**config.mk**
```make
export PLATFORM = sky130hd
export DESIGN_NAME = key_debounce_multi
export DESIGN_NICKNAME = d
export VERILOG_FILES = /design/src/rtl/key_debounce_multi.sv
export SDC_FILE = /design/constraint.sdc
export NUM_CORES = 1
export LEC_CHECK = 0
export BUFFER_PORTS_ARGS = -buffer_cell sky130_fd_sc_hd__buf_2
export CAP_MARGIN = 10
export CORE_MARGIN = 3
export CORE_UTILIZATION = 56
export DETAILED_ROUTE_END_ITERATION = 8
export PLACE_DENSITY_LB_ADDON = 0.12
export SYNTH_ARGS = -nofsm -noshare
export SYNTH_HDL_FRONTEND = slang
export SYNTH_SLANG_ARGS = --single-unit
export TNS_END_PERCENT = 50
```
**constraint.sdc**
```tcl
create_clock -name clk_100M -period 2.7 [get_ports clk_100M]
set_input_delay 0.54 -clock clk_100M [delete_from_list [all_inputs] [get_ports clk_100M]]
set_output_delay 0.54 -clock clk_100M [all_outputs]
set_load 0.03 [all_outputs]
```
**src/rtl/key_debounce_multi.sv**
```systemverilog
// N-channel key conditioner: 2-flop sync, tick-paced debounce, press/release/long/repeat pulses.
// Latency: 2 sync cycles plus DB_TICKS ticks to accept an edge; events registered one cycle after the deciding tick; no backpressure.
module key_debounce_multi #(
  parameter int N_KEYS       = 4,
  parameter int ACTIVE_LOW   = 1,
  parameter int TICK_DIV     = 100000,
  parameter int DB_TICKS     = 16,
  parameter int LONG_TICKS   = 1000,
  parameter int REPEAT_TICKS = 200
) (
  input  logic              clk_100M,
  input  logic              rst_n,
  input  logic [N_KEYS-1:0] key_in,
  output logic [N_KEYS-1:0] key_level,
  output logic [N_KEYS-1:0] key_press,
  output logic [N_KEYS-1:0] key_release,
  output logic [N_KEYS-1:0] key_long,
  output logic [N_KEYS-1:0] key_repeat
);

  localparam int MAX_LR  = (LONG_TICKS > REPEAT_TICKS) ? LONG_TICKS : REPEAT_TICKS;
  localparam int CNT_MAX = (MAX_LR > DB_TICKS) ? MAX_LR : DB_TICKS;
  localparam int CNT_W   = $clog2(CNT_MAX + 1);
  localparam int TICK_W  = $clog2(TICK_DIV);

  localparam logic [CNT_W-1:0]  DB_C     = CNT_W'(DB_TICKS);
  localparam logic [CNT_W-1:0]  LONG_C   = CNT_W'(LONG_TICKS);
  localparam logic [CNT_W-1:0]  REPEAT_C = CNT_W'(REPEAT_TICKS);
  localparam logic [TICK_W-1:0] TICK_TOP = TICK_W'(TICK_DIV - 1);
  localparam logic [N_KEYS-1:0] PIN_RELEASED = (ACTIVE_LOW != 0) ? {N_KEYS{1'b1}} : {N_KEYS{1'b0}};

  typedef enum logic [2:0] {
    ST_IDLE     = 3'd0,
    ST_PRESS_DB = 3'd1,
    ST_HELD     = 3'd2,
    ST_LONG     = 3'd3,
    ST_REL_DB   = 3'd4
  } state_t;

  logic [TICK_W-1:0] tick_cnt;
  logic              tick;

  assign tick = (tick_cnt == TICK_TOP);

  always_ff @(posedge clk_100M or negedge rst_n) begin
    if (!rst_n) begin
      tick_cnt <= '0;
    end else if (tick) begin
      tick_cnt <= '0;
    end else begin
      tick_cnt <= tick_cnt + 1'b1;
    end
  end

  // Synchronisers reset to the released pin level so reset never looks like a press.
  logic [N_KEYS-1:0] sync1;
  logic [N_KEYS-1:0] sync2;
  logic [N_KEYS-1:0] key_s;

  always_ff @(posedge clk_100M or negedge rst_n) begin
    if (!rst_n) begin
      sync1 <= PIN_RELEASED;
      sync2 <= PIN_RELEASED;
    end else begin
      sync1 <= key_in;
      sync2 <= sync1;
    end
  end

  assign key_s = (ACTIVE_LOW != 0) ? ~sync2 : sync2;

  for (genvar i = 0; i < N_KEYS; i++) begin : ch
    state_t           state_q;
    state_t           state_d;
    logic [CNT_W-1:0] cnt_q;
    logic [CNT_W-1:0] cnt_d;
    logic [CNT_W-1:0] cnt_inc;
    logic             long_q;
    logic             long_d;
    logic             lvl_q;
    logic             lvl_d;
    logic             press_q;
    logic             press_d;
    logic             rel_q;
    logic             rel_d;
    logic             lng_q;
    logic             lng_d;
    logic             rep_q;
    logic             rep_d;

    assign cnt_inc = cnt_q + 1'b1;

    always_ff @(posedge clk_100M or negedge rst_n) begin
      if (!rst_n) begin
        state_q <= ST_IDLE;
        cnt_q   <= '0;
        long_q  <= 1'b0;
        lvl_q   <= 1'b0;
        press_q <= 1'b0;
        rel_q   <= 1'b0;
        lng_q   <= 1'b0;
        rep_q   <= 1'b0;
      end else begin
        state_q <= state_d;
        cnt_q   <= cnt_d;
        long_q  <= long_d;
        lvl_q   <= lvl_d;
        press_q <= press_d;
        rel_q   <= rel_d;
        lng_q   <= lng_d;
        rep_q   <= rep_d;
      end
    end

    always_comb begin
      state_d = state_q;
      if (tick) begin
        case (state_q)
          ST_IDLE: begin
            if (key_s[i]) state_d = (DB_TICKS == 1) ? ST_HELD : ST_PRESS_DB;
          end
          ST_PRESS_DB: begin
            if (!key_s[i])           state_d = ST_IDLE;
            else if (cnt_inc == DB_C) state_d = ST_HELD;
          end
          ST_HELD: begin
            if (!key_s[i])             state_d = (DB_TICKS == 1) ? ST_IDLE : ST_REL_DB;
            else if (cnt_inc == LONG_C) state_d = ST_LONG;
          end
          ST_LONG: begin
            if (!key_s[i]) state_d = (DB_TICKS == 1) ? ST_IDLE : ST_REL_DB;
          end
          ST_REL_DB: begin
            if (key_s[i])             state_d = long_q ? ST_LONG : ST_HELD;
            else if (cnt_inc == DB_C) state_d = ST_IDLE;
          end
          default: state_d = ST_IDLE;
        endcase
      end
    end

    always_comb begin
      cnt_d   = cnt_q;
      long_d  = long_q;
      lvl_d   = lvl_q;
      press_d = 1'b0;
      rel_d   = 1'b0;
      lng_d   = 1'b0;
      rep_d   = 1'b0;
      if (tick) begin
        case (state_q)
          ST_IDLE: begin
            if (key_s[i]) begin
              if (DB_TICKS == 1) begin
                cnt_d   = '0;
                lvl_d   = 1'b1;
                press_d = 1'b1;
              end else begin
                cnt_d = CNT_W'(1);
              end
            end
          end
          ST_PRESS_DB: begin
            if (!key_s[i]) begin
              cnt_d = '0;
            end else if (cnt_inc == DB_C) begin
              cnt_d   = '0;
              lvl_d   = 1'b1;
              press_d = 1'b1;
            end else begin
              cnt_d = cnt_inc;
            end
          end
          ST_HELD, ST_LONG: begin
            if (!key_s[i]) begin
              if (DB_TICKS == 1) begin
                cnt_d  = '0;
                lvl_d  = 1'b0;
                rel_d  = 1'b1;
                long_d = 1'b0;
              end else begin
                cnt_d = CNT_W'(1);
              end
            end else if (state_q == ST_HELD) begin
              if (cnt_inc == LONG_C) begin
                cnt_d  = '0;
                long_d = 1'b1;
                lng_d  = 1'b1;
              end else begin
                cnt_d = cnt_inc;
              end
            end else if (REPEAT_TICKS > 0) begin
              if (cnt_inc == REPEAT_C) begin
                cnt_d = '0;
                rep_d = 1'b1;
              end else begin
                cnt_d = cnt_inc;
              end
            end
          end
          ST_REL_DB: begin
            // A bounce back to pressed resumes the hold silently with a fresh count.
            if (key_s[i]) begin
              cnt_d = '0;
            end else if (cnt_inc == DB_C) begin
              cnt_d  = '0;
              lvl_d  = 1'b0;
              rel_d  = 1'b1;
              long_d = 1'b0;
            end else begin
              cnt_d = cnt_inc;
            end
          end
          default: begin
            cnt_d  = '0;
            long_d = 1'b0;
            lvl_d  = 1'b0;
          end
        endcase
      end
    end

    assign key_level[i]   = lvl_q;
    assign key_press[i]   = press_q;
    assign key_release[i] = rel_q;
    assign key_long[i]    = lng_q;
    assign key_repeat[i]  = rep_q;
  end

endmodule
```
==> summary.txt, run 1 <==
Logic synthesis
  • Top FF cell, synth: dfrtp_1
  • Post-synthesis mux area share: 0.00988
  • Asr flop ratio synth: 1.00
  • Top cell type by total area after synthesis: dfrtp_1
  • Syn Area/Cell: 8.55 um2
  • Post-synth net total: 722
  • Largest family of logic cells by synthesized area: simple AND/OR/NAND/NOR gates
  • Post-Syn Instances: 711
  • Adder-Cell Fraction of Synth Area: 0.0103
  • Area contributors post-synth: dfrtp_1, nor2_1, nand2_1, dfstp_2, o21ai_0
  • Post-synthesis instance area: 0.00608 mm2
  • Post-synth EDFFs: 0
  • Top-count cell post-synth: dfrtp_1
  • Post-Synth Simple-Gate Area: 0.272
  • Xor and xnor fraction of the mapped netlist area: 0.0490
  • Post-synth top cells: dfrtp_1, nor2_1, nand2_1
  • #FFs+latches synth: 101
  • Distinct cells, synth: 72
  • YS warnings: 0
  • Synth Area in Compound Gates: 0.174
  • Top-area cell type share of the netlist area: 0.383
  • Post-synthesis sequential area ratio: 0.417

Place
  • Detailed Place HPWL: 9330 um
  • Port bufs: 25
  • Worst slack, placed: 0.101 ns
  • Routability Congestion: 0.952

STA
  • Fin crit period: 2.56 ns
  • Max-slew headroom: 0.527
  • Achievable Freq: 391 MHz
  • Setup ws final: 0.140 ns
  • Clock skew: 0.00929 ns
  • Final Max Tran Viols: 0
  • Fin. Hold Viols: 0
  • Slew @ Worst Pin: 0.704 ns
  • Fin Setup TNS: 0 ns
  • Setup violations, final: 0
  • Fin crit share: 0.948

GRT
  • First-pass GRT wire length: 22900 um
  • Vias in the first global route: 4939
  • GR Overflow Total: 0
  • GRT Util Overall: 0.233
  • Largest net degree at the start of global routing: 48
  • Initial antenna violation count: 0

Power and ir drop
  • Comb pwr share: 0.021
  • Static Leak: 2.73 nW
  • Worst VDD drop: 0.000378 V
  • Pwr/cell area: 395 mW/mm2
  • Clock network power share: 0.382
  • P_sw: 0.573 mW
  • Sequential Power Share: 0.597
  • Sw Ratio: 0.223
  • Cell internal pwr: 1.99 mW

Detailed routing
  • Post-DRT Antenna Nets: 0
  • DR iter-0 viols: 447
  • DRT Wirelength: 13200 um
  • DRC viols: 0
  • Per-cell routed wire length: 15.5 um
  • Detailed Routing Iterations Pass 1: 5
  • Vias/cell: 6.19
  • Via count: 5268

Floorplan
  • Initial Utilization: 0.581
  • Boundary pin count: 26
  • Core footprint: 0.0105 mm2
  • Die Ht: 110 um
  • Die X-Extent: 110 um
  • Die area: 0.0121 mm2
  • Site Rows: 37

Finish
  • Fill cells: 903
  • Utilization after layout: 0.621
  • Final nets: 721
  • Layout area overhead: 6.87%
  • Share of layout cells above drive strength 1: 0.134
  • Ant diodes: 0

CTS
  • CTS tree: yes
  • Maximum clock path buffer count: 2
  • Clock Tree Root: clkbuf_8
  • Clock Sinks: 101
  • H-tree Lvls: 3
  • Clk_lat worst skew: 0.38 ns
  • Clock-pin slew on the worst setup and hold paths: 0.10 ns
  • Num CTS Buffers: 9

Run status
  • Outcome: finished, final reports clean

Critical path
  • Data arrival, critical path: 2.83 ns
  • R2r startpoint: ch[2].cnt_q[0]$_DFFE_PN0P_
  • Crit. End Element: register
  • RR Endpoint: ch[2].cnt_q[8]$_DFFE_PN0P_
  • CP required: 2.97 ns
  • Peak fanout along the critical path: 4
  • R2R depth: 8
  • End of the critical path: ch[2].cnt_q[8]$_DFFE_PN0P_
  • Startpoint Class: register
  • Critical Path Start: ch[2].cnt_q[0]$_DFFE_PN0P_
  • CP Class: reg -> reg
  • Reg-to-reg slack, setup: 0.14 ns

Job
  • Max Cap Violations: 0

Hold path
  • HP Class: in -> async
## power groups by stage
stage	sequential, mW	clock [mW]	combinational (mW)
6_report	1.53	0.979	0.0538
5_1_grt	1.53	1.08	0.0640
4_1_cts	1.53	1.01	0.0565
3_5_place_dp	1.56	0	0.0566
3_3_place_gp	1.56	0	0.0552
2_1_floorplan	1.56	0	0.0182
## registers in the layout, summed over array words and instances, names as in the netlist
register / cells
ch.cnt_q: 40
tick_cnt: 17
ch.state_q: 12
ch.lng_q: 4
ch.long_q: 4
ch.lvl_q: 4
ch.press_q: 4
ch.rel_q: 4
ch.rep_q: 4
sync1: 4
sync2: 4
## logic make-up after synthesis
| group | Yosys count |
|---|---|
| and+or+nand+nor | 322 |
| AOI/OAI and AO/OA | 162 |
| DFF | 101 |
| buffers and inverters | 81 |
| xor gates and xnor gates | 34 |
| muxes | 6 |
| adders and majority gates | 5 |
## cell type report
class | count | area (um2) | share of cell area
Multi-Input combinational cell | 529 | 3190 | 0.491
Timing Repair Buffer | 50 | 328 | 0.0504
Clock buffer | 13 | 149 | 0.0229
Inverter | 19 | 71.3 | 0.0110
Clock inverter | 3 | 46.3 | 0.00712
Sequential cell | 101 | 2540 | 0.391
Tap cell | 136 | 170 | 0.0262
## layer usage
| metal | wire length [um] | track usage | part of all wire |
|---|---|---|---|
| met5 | 0 | 0 | 0 |
| met4 | 164 | 0.0624 | 0.012 |
| met3 | 701 | 0.0530 | 0.053 |
| met2 | 6210 | 0.369 | 0.47 |
| met1 | 6110 | 0.324 | 0.46 |
## worst max-delay path, cell delays in order, from the launching register on
cell,delay [ns]
dfrtp_1,0.39
ha_1,0.23
and2_1,0.17
or4_1,0.53
o211ai_1,0.18
nand3_1,0.15
a221o_1,0.37
a21o_1,0.20
a22o_1,0.23
## repair_timing
item / CTS / global route
endpoints found under the hold margin: 0 / 0
hold buffers: 0 / 0
setup buffers: 0 / 1
endpoints found under the setup margin: 0 / 25
resized for setup: 0 / 16
## cell usage in the layout, fill, tap and decap left out, types with 3 or more instances in the layout
| cell type | instances |
|---|---|
| nand2_1 | 67 |
| and4_1 | 5 |
| a211oi_1 | 5 |
| buf_2 | 24 |
| nand2b_1 | 7 |
| nor2_1 | 80 |
| mux2i_1 | 6 |
| inv_1 | 19 |
| nand3_1 | 37 |
| a22o_1 | 6 |
| a31oi_1 | 13 |
| o211ai_1 | 5 |
| nor2b_1 | 8 |
| dfrtp_2 | 5 |
| o31ai_1 | 11 |
| nand4_1 | 17 |
| a211o_1 | 3 |
| buf_4 | 25 |
| and3_1 | 17 |
| nor3_2 | 3 |
| o21ai_0 | 40 |
| xnor2_1 | 17 |
| ha_1 | 4 |
| dfstp_2 | 8 |
| a21o_1 | 8 |
| or3_1 | 11 |
| xor2_1 | 17 |
| and2_1 | 6 |
| clkbuf_8 | 10 |
| nor3b_1 | 3 |
| clkbuf_1 | 3 |
| or4_1 | 4 |
| o22ai_1 | 3 |
| nor3_1 | 29 |
| dfrtp_1 | 88 |
| nor4_1 | 9 |
| a21oi_1 | 33 |
| o21a_1 | 4 |
## metrics by stage
step                      power, mW  cell area [um2]  instances  hold slack (ns)
after global routing           2.68             6500        851            0.140
after floorplan                1.57             6080        711            0.244
final                          2.57             6500        851            0.115
after detailed placement       1.62             6250        834            0.347
after CTS                      2.59             6440        850            0.130
after global placement         1.62             6250        834            0.346
## worst min-delay path by stage
stage,to,depth (start not counted),startpoint
3_5_place_dp,sync2[3]$_DFF_PN1_,0,sync1[3]$_DFF_PN1_
4_1_cts,ch[2].cnt_q[4]$_DFFE_PN0P_,1,rst_n
3_3_place_gp,sync2[3]$_DFF_PN1_,0,sync1[3]$_DFF_PN1_
6_report,ch[2].cnt_q[4]$_DFFE_PN0P_,1,rst_n
5_1_grt,ch[2].cnt_q[6]$_DFFE_PN0P_,1,rst_n
2_1_floorplan,ch[0].cnt_q[0]$_DFFE_PN0P_,0,rst_n
Power figures use the tool's default switching activity.
==> inputs of run 2 (changes only) <==
Settings changed: CELL_PAD_IN_SITES_DETAIL_PLACEMENT set to 1, CELL_PAD_IN_SITES_GLOBAL_PLACEMENT set to 2, CORE_UTILIZATION 56 to 35.
==> summary.txt, run 2 (synthesized netlist as in run 1, its figures left out) <==
Critical path
  • CP required: 2.94 ns
  • Data arrival, critical path: 2.83 ns
  • Startpoint Class: register
  • Peak fanout along the critical path: 4
  • Crit. End Element: register
  • CP Class: reg -> reg
  • Reg-to-reg slack, setup: 0.11 ns

STA
  • Slew @ Worst Pin: 0.660 ns
  • Setup ws final: 0.106 ns
  • Fin crit period: 2.59 ns
  • Fin. Hold Viols: 0
  • RSZ-0062 raised after global routing: yes
  • Setup violations, final: 0
  • Achievable Freq: 386 MHz
  • Fin crit share: 0.961
  • Final Max Tran Viols: 0
  • Max-slew headroom: 0.555
  • Clock skew: 0.00740 ns
  • Worst hold slack: 0.100 ns

Finish
  • Top reg by flops: ch.cnt_q
  • Register area: 0.00254 mm2
  • Layout area overhead: 11.0%
  • Area of the multi-input gates: 0.00318 mm2
  • Non-filler instance count after layout: 945
  • Biggest regs: ch.cnt_q (40), tick_cnt (17), ch.state_q (12)
  • Share of layout cells above drive strength 1: 0.148
  • Utilization after layout: 0.401
  • Ant diodes: 0
  • Final nets: 732
  • Commonest non-fill, non-tap cell in the layout: dfrtp_1
  • Fill cells: 2025
  • Max reg flops: 40
  • Most frequent cells in the layout: dfrtp_1, nor2_1, nand2_1

Run status
  • Outcome: finished, final reports clean

CTS
  • Clock Tree Root: clkbuf_16
  • Num CTS Buffers: 9
  • Clk_lat worst skew: 0.35 ns
  • H-tree Lvls: 3
  • CTS Hold Bufs: 0
  • Setup Buffers After CTS: 0
  • CTS tree: yes
  • Clock-pin slew on the worst setup and hold paths: 0.07 ns
  • Maximum clock path buffer count: 2
  • Clock Sinks: 101

GRT
  • Largest net degree at the start of global routing: 50
  • GRT Util Overall: 0.180
  • GR Overflow Total: 0
  • First-pass GRT wire length: 27600 um
  • Vias in the first global route: 5450
  • Initial antenna violation count: 0

Detailed routing
  • Via count: 5286
  • DRC viols: 0
  • DRT Wirelength: 16100 um
  • Per-cell routed wire length: 17.1 um
  • Detailed Routing Iterations Pass 1: 4
  • Post-DRT Antenna Nets: 0
  • Vias/cell: 5.59
  • DR iter-0 viols: 280

Hold path
  • HP Class: in -> async

Place
  • Port bufs: 25
  • Placed cell count: 930
  • Detailed Place HPWL: 11600 um
  • Worst slack, placed: 0.0518 ns
  • Routability Congestion: 0.810

Floorplan
  • Die X-Extent: 138 um
  • Core footprint: 0.0168 mm2
  • Die area: 0.0190 mm2
  • Site Rows: 47
  • Boundary pin count: 26
  • Die Ht: 138 um
  • Initial Utilization: 0.362

Power and ir drop
  • P_sw: 0.615 mW
  • Sequential Power Share: 0.548
  • Clock network power share: 0.431
  • Pwr/cell area: 414 mW/mm2
  • Comb pwr share: 0.022
  • Worst VDD drop: 0.000278 V
  • Sw Ratio: 0.220
  • Static Leak: 2.83 nW
  • Cell internal pwr: 2.18 mW

Job
  • Max Cap Violations: 0
run 2: cell count changes in the layout (fill, tap and decap cells not counted), moves of 2 or more:
cell       delta
buf_4        +10
a2111oi_0     +2
clkbuf_8      -9
clkbuf_16     +9
clkinv_2      +2
run 2: per-layer routing:
metal / routed length [um] / track usage / vias to the layer above / part of all wire
met5: 0 / 0 / - / 0
met4: 195 / 0.0395 / 0 / 0.012
met3: 580 / 0.0373 / 17 / 0.036
met2: 7420 / 0.284 / 81 / 0.46
met1: 7930 / 0.254 / 2619 / 0.49
li1: - / - / 2569 / -
run 2: repair_timing:
action / in CTS / in global routing
resized for setup: 0 / 13
hold endpoints to repair: 0 / 0
setup endpoints to repair: 0 / 22
run 2: worst paths after layout:
kind | start | cells after the start | endpoint
setup reg to reg | ch[2].cnt_q[0]$_DFFE_PN0P_ | 8 | ch[2].cnt_q[8]$_DFFE_PN0P_
setup / recovery | ch[2].cnt_q[0]$_DFFE_PN0P_ | 8 | ch[2].cnt_q[8]$_DFFE_PN0P_
min in group clk_100M | key_in[2] | 1 | sync1[2]$_DFF_PN1_
max in group asynchronous | rst_n | 2 | sync1[1]$_DFF_PN1_
hold / removal | rst_n | 1 | ch[2].cnt_q[9]$_DFFE_PN0P_
hold reg to reg | sync1[2]$_DFF_PN1_ | 0 | sync2[2]$_DFF_PN1_
run 2: metrics by stage:
step	total power, mW	TNS, ns	cell area (um2)
after global placement	1.62	0	6450
final	2.80	0	6750
after floorplan	1.57	0	6080
after CTS	2.87	0	6720
after detailed placement	1.63	0	6450
after global routing	2.93	-0.0750	6750
run 2: final cells by class:
class | instances | share of cell area
clock inverters | 2 | 0.00148
well taps | 220 | 0.0408
clock buffers | 13 | 0.0371
repair buffers | 61 | 0.0626
multi-input cells | 529 | 0.471
flip-flops and latches | 101 | 0.377
inverters | 19 | 0.0106
run 2: power by group through the flow:
stage	combinational (mW)	clock, mW	sequential (mW)
after floorplan	0.0182	0	1.56
after global placement	0.0618	0	1.56
after detailed placement	0.0642	0	1.56
after CTS	0.0644	1.27	1.53
after global routing	0.0702	1.33	1.53
final	0.0602	1.20	1.53
run 2: worst max-delay path, stage by stage (launching register included):
cell      delay, ns
dfrtp_1        0.35
buf_4          0.13
nand2_1        0.10
or4b_1         0.52
a221oi_2       0.41
nand3_1        0.16
a221o_1        0.40
a21o_1         0.19
a22o_1         0.22
